<file path="src/rtl/dmem_arbiter.sv">
// dmem_arbiter: shares the single-ported data memory between core (C) and loader (L).
// Define DMEM_ARB_CORE_PRIO_EN to give the core fixed priority over the loader.
module dmem_arbiter #(
    parameter int WIDTH      = 32,
    parameter int ADDR_WIDTH = 8
) (
    input  logic                  clock,
    input  logic                  reset,
    input  logic                  c_req,
    input  logic                  c_we,
    input  logic [ADDR_WIDTH-1:0] c_addr,
    input  logic [WIDTH-1:0]      c_wdata,
    input  logic [WIDTH/8-1:0]    c_be,
    output logic                  c_gnt,
    output logic                  c_rvalid,
    output logic [WIDTH-1:0]      c_rdata,
    input  logic                  l_req,
    input  logic                  l_we,
    input  logic [ADDR_WIDTH-1:0] l_addr,
    input  logic [WIDTH-1:0]      l_wdata,
    input  logic [WIDTH/8-1:0]    l_be,
    input  logic                  l_lock,
    output logic                  l_gnt,
    output logic                  l_rvalid,
    output logic [WIDTH-1:0]      l_rdata,
    output logic                  mem_en,
    output logic                  mem_we,
    output logic [ADDR_WIDTH-1:0] mem_addr,
    output logic [WIDTH-1:0]      mem_wdata,
    output logic [WIDTH/8-1:0]    mem_be,
    input  logic [WIDTH-1:0]      mem_rdata
);

    typedef enum logic {
        RR,
        LOCK
    } state_t;

    state_t           state;
    state_t           state_nxt;
    logic             last_l;
    logic             last_l_nxt;
    logic             gnt_c;
    logic             gnt_l;
    logic             rr_c;
    logic             rr_l;
    logic             c_pend;
    logic             l_pend;
    logic [WIDTH-1:0] c_hold;
    logic [WIDTH-1:0] l_hold;

    // Round-robin pick: the port not served last wins a conflict.
    assign rr_c = c_req & (~l_req | last_l);
    assign rr_l = l_req & (~c_req | ~last_l);

    always_ff @(posedge clock) begin
        if (reset) begin
            state  <= RR;
            last_l <= 1'b1;
            c_pend <= 1'b0;
            l_pend <= 1'b0;
            c_hold <= '0;
            l_hold <= '0;
        end else begin
            state  <= state_nxt;
            last_l <= last_l_nxt;
            c_pend <= c_gnt & ~c_we;
            l_pend <= l_gnt & ~l_we;
            if (c_pend) begin
                c_hold <= mem_rdata;
            end
            if (l_pend) begin
                l_hold <= mem_rdata;
            end
        end
    end

`ifdef DMEM_ARB_CORE_PRIO_EN
    always_comb begin
        state_nxt  = state;
        last_l_nxt = last_l;
        gnt_c      = c_req;
        gnt_l      = l_req & ~c_req;
        unique case (state)
            RR: begin
                if (gnt_c) begin
                    last_l_nxt = 1'b0;
                end else if (gnt_l) begin
                    last_l_nxt = 1'b1;
                end
                if (gnt_l & l_lock) begin
                    state_nxt = LOCK;
                end
            end
            LOCK: begin
                if (!(l_req & l_lock)) begin
                    state_nxt = RR;
                end
            end
            default: state_nxt = RR;
        endcase
    end
`else
    always_comb begin
        state_nxt  = state;
        last_l_nxt = last_l;
        gnt_c      = 1'b0;
        gnt_l      = 1'b0;
        unique case (state)
            LOCK: begin
                if (l_req & l_lock) begin
                    gnt_l = 1'b1;
                end else begin
                    // Burst over: this cycle falls back to normal arbitration.
                    gnt_c = rr_c;
                    gnt_l = rr_l;
                    state_nxt = RR;
                end
            end
            RR: begin
                gnt_c = rr_c;
                gnt_l = rr_l;
                if (rr_l & l_lock) begin
                    state_nxt = LOCK;
                end
            end
            default: state_nxt = RR;
        endcase
        if (gnt_c) begin
            last_l_nxt = 1'b0;
        end else if (gnt_l) begin
            last_l_nxt = 1'b1;
        end
    end
`endif

    assign c_gnt = gnt_c & ~reset;
    assign l_gnt = gnt_l & ~reset;

    always_comb begin
        mem_en    = 1'b0;
        mem_we    = 1'b0;
        mem_addr  = '0;
        mem_wdata = '0;
        mem_be    = '0;
        unique case (1'b1)
            c_gnt: begin
                mem_en    = 1'b1;
                mem_we    = c_we;
                mem_addr  = c_addr;
                mem_wdata = c_wdata;
                mem_be    = c_be;
            end
            l_gnt: begin
                mem_en    = 1'b1;
                mem_we    = l_we;
                mem_addr  = l_addr;
                mem_wdata = l_wdata;
                mem_be    = l_be;
            end
            default: begin
                mem_en = 1'b0;
            end
        endcase
    end

    // Read data comes straight from the memory in the return cycle.
    assign c_rvalid = c_pend & ~reset;
    assign l_rvalid = l_pend & ~reset;

    always_comb begin
        c_rdata = c_hold;
        l_rdata = l_hold;
        if (reset) begin
            c_rdata = '0;
            l_rdata = '0;
        end else begin
            if (c_pend) begin
                c_rdata = mem_rdata;
            end
            if (l_pend) begin
                l_rdata = mem_rdata;
            end
        end
    end

endmodule

</file>
<file path="config.mk">
export PLATFORM = sky130hd
export DESIGN_NAME = dmem_arbiter
export DESIGN_NICKNAME = d
export VERILOG_FILES = /design/src/rtl/dmem_arbiter.sv
export SDC_FILE = /design/constraint.sdc
export NUM_CORES = 1
export LEC_CHECK = 0
export CORE_ASPECT_RATIO = 0.75
export CORE_MARGIN = 1
export CORE_UTILIZATION = 35
export DETAILED_ROUTE_END_ITERATION = 7
export PLACE_DENSITY = 0.84
export SKIP_LAST_GASP = 1
export SYNTH_ARGS = -nofsm -noshare
export SYNTH_HDL_FRONTEND = slang
export SYNTH_SLANG_ARGS = --single-unit
export TNS_END_PERCENT = 50
</file>
<file path="constraint.sdc">
create_clock -name clock -period 4.3 [get_ports clock]
set_input_delay 1.075 -clock clock [delete_from_list [all_inputs] [get_ports clock]]
set_output_delay 1.075 -clock clock [all_outputs]
set_load 0.05 [all_outputs]
</file>
**Yosys cells after proc, flatten, opt, wreduce, memory -nomap -nowiden**

Cells that the tools add are included.
W data, S select, Z words.

- Flip-flop bits (word level): 68
- Bits of input ports: 127
- Output and inout bits: 114
- Logic and storage cells: 45

- Muxes and demuxes: 18
- Bitwise gates (word level): 19
- Reductions and logical operators: 2

Operators by type and width:

| operator | number |
|---|---|
| $mux W32 | 4 |
| $pmux W32 S2 | 1 |
| $pmux W8 S2 | 1 |
| $and A1 B1 Y1 | 10 |
| $pmux W1 S2 | 4 |
| $pmux W4 S2 | 1 |
| $mux W1 | 7 |
| $not A1 Y1 | 7 |
| $or A1 B1 Y1 | 2 |
| $reduce_bool A2 Y1 | 1 |
| $reduce_or A2 Y1 | 1 |

**Longest topological paths before layout**

Gate-level depths: netlist (run 1).

- Depth in word-level cells: 8
- Depth in mapped cells: 6

**Worst setup path before layout (run 1)**

Ideal clock, no wire load.

- Path kind: in2out
- From: in reset
- To: out mem_addr[0]
- Arrival time: 2.363 ns
- Required time: 3.225 ns
- Path slack: 0.862 ns
- Stages: 5
- Cells stage by stage: buf_2 > nand2b_1 > a31oi_1 > buf_2 > a22o_1

- Longest elaborated chain between the ends: 3
- Elaborated cells between the ends (all ways): 4
- Classes of those cells: 1 x mux; 3 x bitwise

Ends and longest elaborated chain:

| element | RTL line | RTL |
|---|---|---|
| start: declaration | 8 | `input logic reset,` |
| $not A1 Y1 | 138 | `assign l_gnt = gnt_l & ~reset;` |
| $and A1 B1 Y1 | 138 |  |
| net l_gnt | 23 | `output logic l_gnt,` |
| $pmux W8 S2 | 146 | `unique case (1'b1)` |
| end: declaration | 28 | `output logic [ADDR_WIDTH-1:0] mem_addr,` |

The timed path passes the listed nets, and every way through them passes these cells.

**Worst setup path in the final report (run 1)**

- From: in c_req
- To: out mem_wdata[3]

- Longest elaborated chain between the ends: 7
- Elaborated cells between the ends (all ways): 11
- Classes of those cells: 5 x mux; 6 x bitwise

Ends and longest elaborated chain:

| element | RTL line | RTL |
|---|---|---|
| start: declaration | 9 | `input logic c_req,` |
| $not A1 Y1 | 54 | `assign rr_l = l_req & (~c_req \| ~last_l);` |
| $or A1 B1 Y1 | 54 |  |
| $and A1 B1 Y1 | 54 |  |
| $mux W1 | 111 | `if (l_req & l_lock) begin` |
| $pmux W1 S2 | 109 | `unique case (state)` |
| $and A1 B1 Y1 | 138 |  |
| $pmux W32 S2 * | 146 |  |
| end: declaration | 29 | `output logic [WIDTH-1:0] mem_wdata,` |

Mark *: on every way between the ends. The rest lies on a longest branch, timed or not.

==> results of run 1 <==
[per-stage QoR]
step	hold WS [ns]	std cells	cell area [µm²]	power [W]
2_1_floorplan	0.488	283	2880	0.000954
3_3_place_gp	0.487	610	5830	0.00127
3_5_place_dp	0.494	610	5830	0.00128
4_1_cts	0.516	626	6020	0.00176
5_1_grt	0.538	626	6020	0.00181
6_report	0.512	626	6020	0.00175
[sequential cells by signal, indices dropped and copies added (netlist names)]
| name | count |
|---|---|
| c_hold | 32 |
| c_pend | 1 |
| l_hold | 32 |
| l_pend | 1 |
| last_l | 1 |
| state | 1 |
[Yosys cell counts]
| master | count |
|---|---|
| nand2b_1 | 1 |
| buf_4 | 4 |
| buf_2 | 10 |
| a211oi_2 | 1 |
| nor3b_1 | 1 |
| nand2_1 | 2 |
| mux2i_1 | 64 |
| nor2b_1 | 4 |
| buf_1 | 1 |
| a31oi_1 | 1 |
| inv_1 | 1 |
| clkbuf_1 | 8 |
| nor2_1 | 67 |
| buf_6 | 3 |
| dfxtp_1 | 68 |
| a21bo_2 | 1 |
| a22o_1 | 45 |
| a221o_1 | 1 |
[power by group through the flow]
stage / registers (W) / logic (W) / clock network, W
6_report: 0.000661 / 0.000607 / 0.000478
5_1_grt: 0.000663 / 0.000626 / 0.000522
4_1_cts: 0.000661 / 0.000609 / 0.000489
3_5_place_dp: 0.000676 / 0.000605 / 0
3_3_place_gp: 0.000675 / 0.000599 / 0
2_1_floorplan: 0.000668 / 0.000285 / 0
[worst reg2reg max path, delay by kind of cell (launching register included)]
family,cells,cell delay [ns]
AOI/OAI and AO/OA,2,0.52
DFF,1,0.41
buffers and inverters,1,0.36
and+or+nand+nor,1,0.18
[layer usage]
metal / up-vias / share of wire / global-route usage / wire length, µm
met3: 10 / 0.081 / 0.0885 / 945
met5: - / 0 / 0 / 0
li1: 1468 / - / - / -
met4: 0 / 0.0092 / 0.0507 / 107
met2: 132 / 0.48 / 0.448 / 5580
met1: 1420 / 0.43 / 0.321 / 5000
[cell type report]
cell class	instances	area (µm²)
clock inverters	6	46.3
fillers	545	1940
repair buffers	248	2940
flip-flops and latches	68	1360
well taps	105	131
inverters	1	3.75
clock buffers	10	138
multi-input cells	188	1390
[worst paths after layout]
kind	startpoint	end	cells past startpoint
setup / recovery	c_req	mem_wdata[3]	6
hold / removal	c_hold[24]$_DFF_P_	c_hold[24]$_DFF_P_	2
setup reg to reg	last_l$_SDFFE_PP1P_	c_pend$_SDFF_PP0_	4
hold reg to reg	c_hold[24]$_DFF_P_	c_hold[24]$_DFF_P_	2
[cells by family (layout without fill, tap and decap cells)]
kind of cell | after synthesis | in the layout
AND/OR/NAND/NOR | 75 | 75
buffers and inverters | 27 | 265
flip-flops | 68 | 68
multiplexers | 64 | 64
AO/OA/AOI/OAI | 49 | 49
[cell usage in the layout (no fill, tap or decap), drive strengths merged, types with 2 or more instances in the layout]
cell type | Yosys | routed
a22o | 45 | 45
buf | 18 | 56
clkbuf | 8 | 10
clkdlybuf4s50 | 0 | 192
clkinv | 0 | 2
clkinvlp | 0 | 2
dfxtp | 68 | 68
inv | 1 | 3
mux2i | 64 | 64
nand2 | 2 | 2
nor2 | 67 | 67
nor2b | 4 | 4
==> impl_metrics.py, run 1 <==
metrics = {
    "routing": {
        "drt_iter0_markers": 191,
        "vias_per_cell": 4.84,
        "firstDrtPassIters": 5,
        "drc": 0,
        "drt_wl_total_um": 11600,
        "vias": 3030,
        "drt-wirelength-per-cell_um": 18.6,
        "antenna_left": 0,
    },
    "grt": {
        "antenna_found_initial": 0,
        "grt_pass1_vias": 2936,
        "grt_max_degree": 41,
        "grt_remaining_overflow": 0,
        "track_usage": 0.262,
        "grt_pass1_wl_um": 16600,
    },
    "critical_path": {
        "worstPathCellList": "clkdlybuf4s50_1 > inv_1 > a211oi_4 > buf_4 > a22o_1 > buf_12",
        "slowest_delay_ns": 0.58,
        "cpLargestDelayFamily": "buffers and inverters",
        "worstPathArrival_ns": 2.80,
        "cp-end-kind": "primary output",
        "path_max_fanout": 30,
        "path_class": "in2out",
        "required_ns": 3.22,
        "r2r_slack_ns": 2.76,
        "worst_setup_path_start_kind": "input port",
        "crit_slowest_cell": "clkdlybuf4s50_1",
        "path_buf_inv": 4,
    },
    "clocking": {
        "cts_sinks": 68,
        "cts_tree": "yes",
        "ctsHtreeMaxLevel": 3,
        "hold_buffers": 0,
        "cts.repair.resized": 0,
        "cts_root_buf": "clkbuf_8",
        "clk_path_buf_depth": 2,
        "post_cts_buffers": 0,
        "clk_latency_ns": 0.33,
        "cts_buffers": 9,
        "clkTransAtPathRegs_ns": 0.07,
    },
    "timing": {
        "slew_headroom": 0.577,
        "rsz0062_at_grt": "no",
        "setup_ws_ns": 0.429,
        "tns_ns": 0,
        "finalHoldViolCount": 0,
        "clock_skew_ns": 0.00806,
        "setup_viol": 0,
        "worst_pin_slew_ns": 0.635,
        "fmax_mhz": 258,
        "min_period_ns": 3.87,
        "period_share": 0.900,
        "slew_viol_final": 0,
    },
    "logic_synthesis": {
        "synth-compound-area-share": 0.150,
        "synth_top_family_by_area": "multiplexers",
        "syn_nets": 410,
        "synth-adder-area-share": 0,
        "ys_seq_area_frac": 0.472,
        "ys_ff_latch": 68,
        "avgSynthCellArea_um2": 10.2,
        "synth_top_area_share": 0.472,
        "yosys_warnings": 0,
        "syn_inst": 283,
        "synthTopCellsByArea": "dfxtp_1, mux2i_1, a22o_1, nor2_1, buf_2",
        "post_synth_and_or_nand_nor_area_fraction": 0.103,
        "synth_area_leader_cell": "dfxtp_1",
        "synth_mux_area_frac": 0.222,
        "synth-xor-area-share": 0,
        "syn_area_mm2": 0.00288,
        "ys_types": 18,
    },
    "power": {
        "p_clk_frac": 0.274,
        "power_density_mw_per_mm2": 290,
        "p_sw_w": 0.000571,
        "leakage_nw": 2.27,
        "power.share.sequential": 0.378,
        "switching_share": 0.327,
        "comb_power_share": 0.348,
        "cell_internal_pwr_w": 0.00117,
        "peakVddDrop_mv": 0.267,
    },
    "final_layout": {
        "nets": 643,
        "antenna_cells": 0,
        "area_growth_pct": 109,
        "drive_gt1_frac": 0.148,
        "fin_util": 0.757,
    },
    "floorplanning": {
        "fp.dieW_um": 107,
        "die_area_mm2": 0.00861,
        "io_pins": 241,
        "initial_core_util": 0.363,
        "fp.dieH_um": 80.6,
        "core.rowCount": 28,
        "core_mm2": 0.00795,
    },
    "run": {
        "drv_cap": 0,
    },
    "placed_design": {
        "io_buffers": 240,
        "dpl_worst_slack_ns": 0.454,
        "place_hpwl_um": 9160,
        "place_congestion": 0.946,
    },
    "min_path": {
        "hp-class": "reg2reg",
    },
    "run_status": {
        "status": "complete, no violations",
    },
}
No activity file was read; power rests on OpenSTA's default activity.
==> run 2, diff against run 1 <==
SKIP_LAST_GASP = unset   (was 1)
==> results of run 2 <==
Final layout, timing and power as in run 1 (identical DEF).
==> run 3, diff against run 2 <==
DONT_BUFFER_PORTS = 1   (was unset)
PLACE_DENSITY = 0.46   (was 0.84)
==> run 3 against run 2 <==
Sequential power is essentially flat. First-iteration DRC count is 36% lower. Fmax increased by 6.1%.
==> impl_metrics.py, run 3 (synthesis results as in run 1) <==
metrics = {
    "timing": {
        "tns_ns": 0,
        "slew_viol_final": 0,
        "fmax_mhz": 274,
        "clock_skew_ns": 0.00667,
        "period_share": 0.848,
        "setup_ws_ns": 0.653,
        "worst_pin_slew_ns": 1.01,
        "finalHoldViolCount": 0,
        "rsz0062_at_grt": "no",
        "slew_headroom": 0.322,
        "min_period_ns": 3.65,
        "setup_viol": 0,
    },
    "final_layout": {
        "layout_common_cells": "nor2_1, dfxtp_1, mux2i_1",
        "stdcell_area_mm2": 0.00337,
        "fin_util": 0.424,
        "area_growth_pct": 17.0,
        "stdcell_count": 413,
        "final_common_cell": "nor2_1",
        "drive_gt1_frac": 0.176,
        "nets": 428,
        "largestRegisters": "c_hold x32, l_hold x32",
    },
    "placed_design": {
        "io_buffers": 0,
        "dp.cells": 395,
        "post_dp_cell_area_mm2": 0.00315,
        "place_congestion": 1.09,
        "dpl_worst_slack_ns": 0.720,
        "place_hpwl_um": 6880,
    },
    "power": {
        "peakVddDrop_mv": 0.240,
        "leakage_nw": 1.30,
        "power_density_mw_per_mm2": 453,
    },
    "clocking": {
        "cts_buffers": 9,
        "clk_path_buf_depth": 2,
        "cts_root_buf": "clkbuf_8",
        "post_cts_buffers": 0,
        "clkTransAtPathRegs_ns": 0.07,
        "cts_tree": "yes",
        "cts.repair.resized": 0,
        "ctsHtreeMaxLevel": 3,
        "cts_sinks": 68,
        "clk_latency_ns": 0.34,
        "hold_buffers": 0,
    },
    "floorplanning": {
        "io_pins": 241,
        "initial_core_util": 0.363,
        "core.rowCount": 28,
        "die_area_mm2": 0.00861,
        "fp.dieH_um": 80.6,
        "fp.dieW_um": 107,
        "core_mm2": 0.00795,
    },
    "critical_path": {
        "r2r_slack_ns": 2.21,
        "cp-end-kind": "primary output",
        "worst_setup_path_start_kind": "input port",
        "path_class": "in2out",
        "crit_slowest_cell": "a22o_1",
        "required_ns": 3.22,
        "slowest_delay_ns": 0.61,
        "path_max_fanout": 70,
        "worstPathCellList": "nand2b_1 > a31oi_4 > buf_4 > a22o_1",
        "worstPathArrival_ns": 2.57,
    },
    "routing": {
        "drt-wirelength-per-cell_um": 22.3,
        "firstDrtPassIters": 4,
        "drt_wl_total_um": 9190,
        "vias_per_cell": 5.26,
        "vias": 2172,
        "drt_iter0_markers": 123,
        "antenna_left": 0,
        "drc": 0,
    },
    "grt": {
        "grt_max_degree": 71,
        "grt_pass1_wl_um": 12300,
        "antenna_found_initial": 5,
        "grt_pass1_vias": 2079,
        "grt_remaining_overflow": 0,
        "track_usage": 0.202,
    },
    "run": {
        "drv_cap": 0,
    },
    "min_path": {
        "hp-class": "reg2reg",
    },
    "run_status": {
        "status": "complete, no violations",
    },
}
run 3: cell types whose count changed in the layout (fill, tap and decap cells not counted):
cell	before	now
buf_12	48	1
buf_2	1	0
buf_4	7	32
bufinv_16	0	2
clkbuf_8	10	9
clkdlybuf4s50_1	192	0
clkinv_2	1	3
clkinvlp_4	2	1
diode_2	0	2
inv_6	2	0
run 3: final cells by class:
class	count	area, µm²
Antenna cell	2	5.00
Clock buffer	9	124
Inverter	1	3.75
Sequential cell	68	1360
Multi-Input combinational cell	188	1390
Tap cell	105	131
Clock inverter	7	91.3
Timing Repair Buffer	33	260
Fill cell	774	4580
run 3: critical path, delay by kind of cell:
kind                   cells  cell delay (ns)
AND/OR/NAND/NOR            1             0.19
buffers and inverters      1             0.49
AO/OA/AOI/OAI              2             0.76
run 3: per-stage QoR:
stage          hold slack (ns)  total power, W
6_report                 0.530         0.00153
3_3_place_gp             0.512        0.000977
5_1_grt                  0.549         0.00159
4_1_cts                  0.534         0.00155
2_1_floorplan            0.488        0.000954
3_5_place_dp             0.525        0.000979
run 3: power by group:
part / switching [W] / internal (W)
clock: 0.000239 / 0.000324
combinational: 0.000236 / 0.0000648
sequential: 0.0000125 / 0.000650
run 3: worst paths after layout:
kind                                        start            endpoint  cells after the start
worst max-delay path                        reset           mem_be[0]                      4
worst min-delay path             state$_SDFF_PP0_    state$_SDFF_PP0_                      2
worst max register to register  l_pend$_SDFF_PP0_  l_hold[14]$_DFF_P_                      2
worst min register to register   state$_SDFF_PP0_    state$_SDFF_PP0_                      2
run 3: layer usage:
layer | wire, µm | global-route usage
met5 | 43 | 0
met3 | 1310 | 0.142
met2 | 3970 | 0.285
met1 | 3580 | 0.228
met4 | 296 | 0.0986
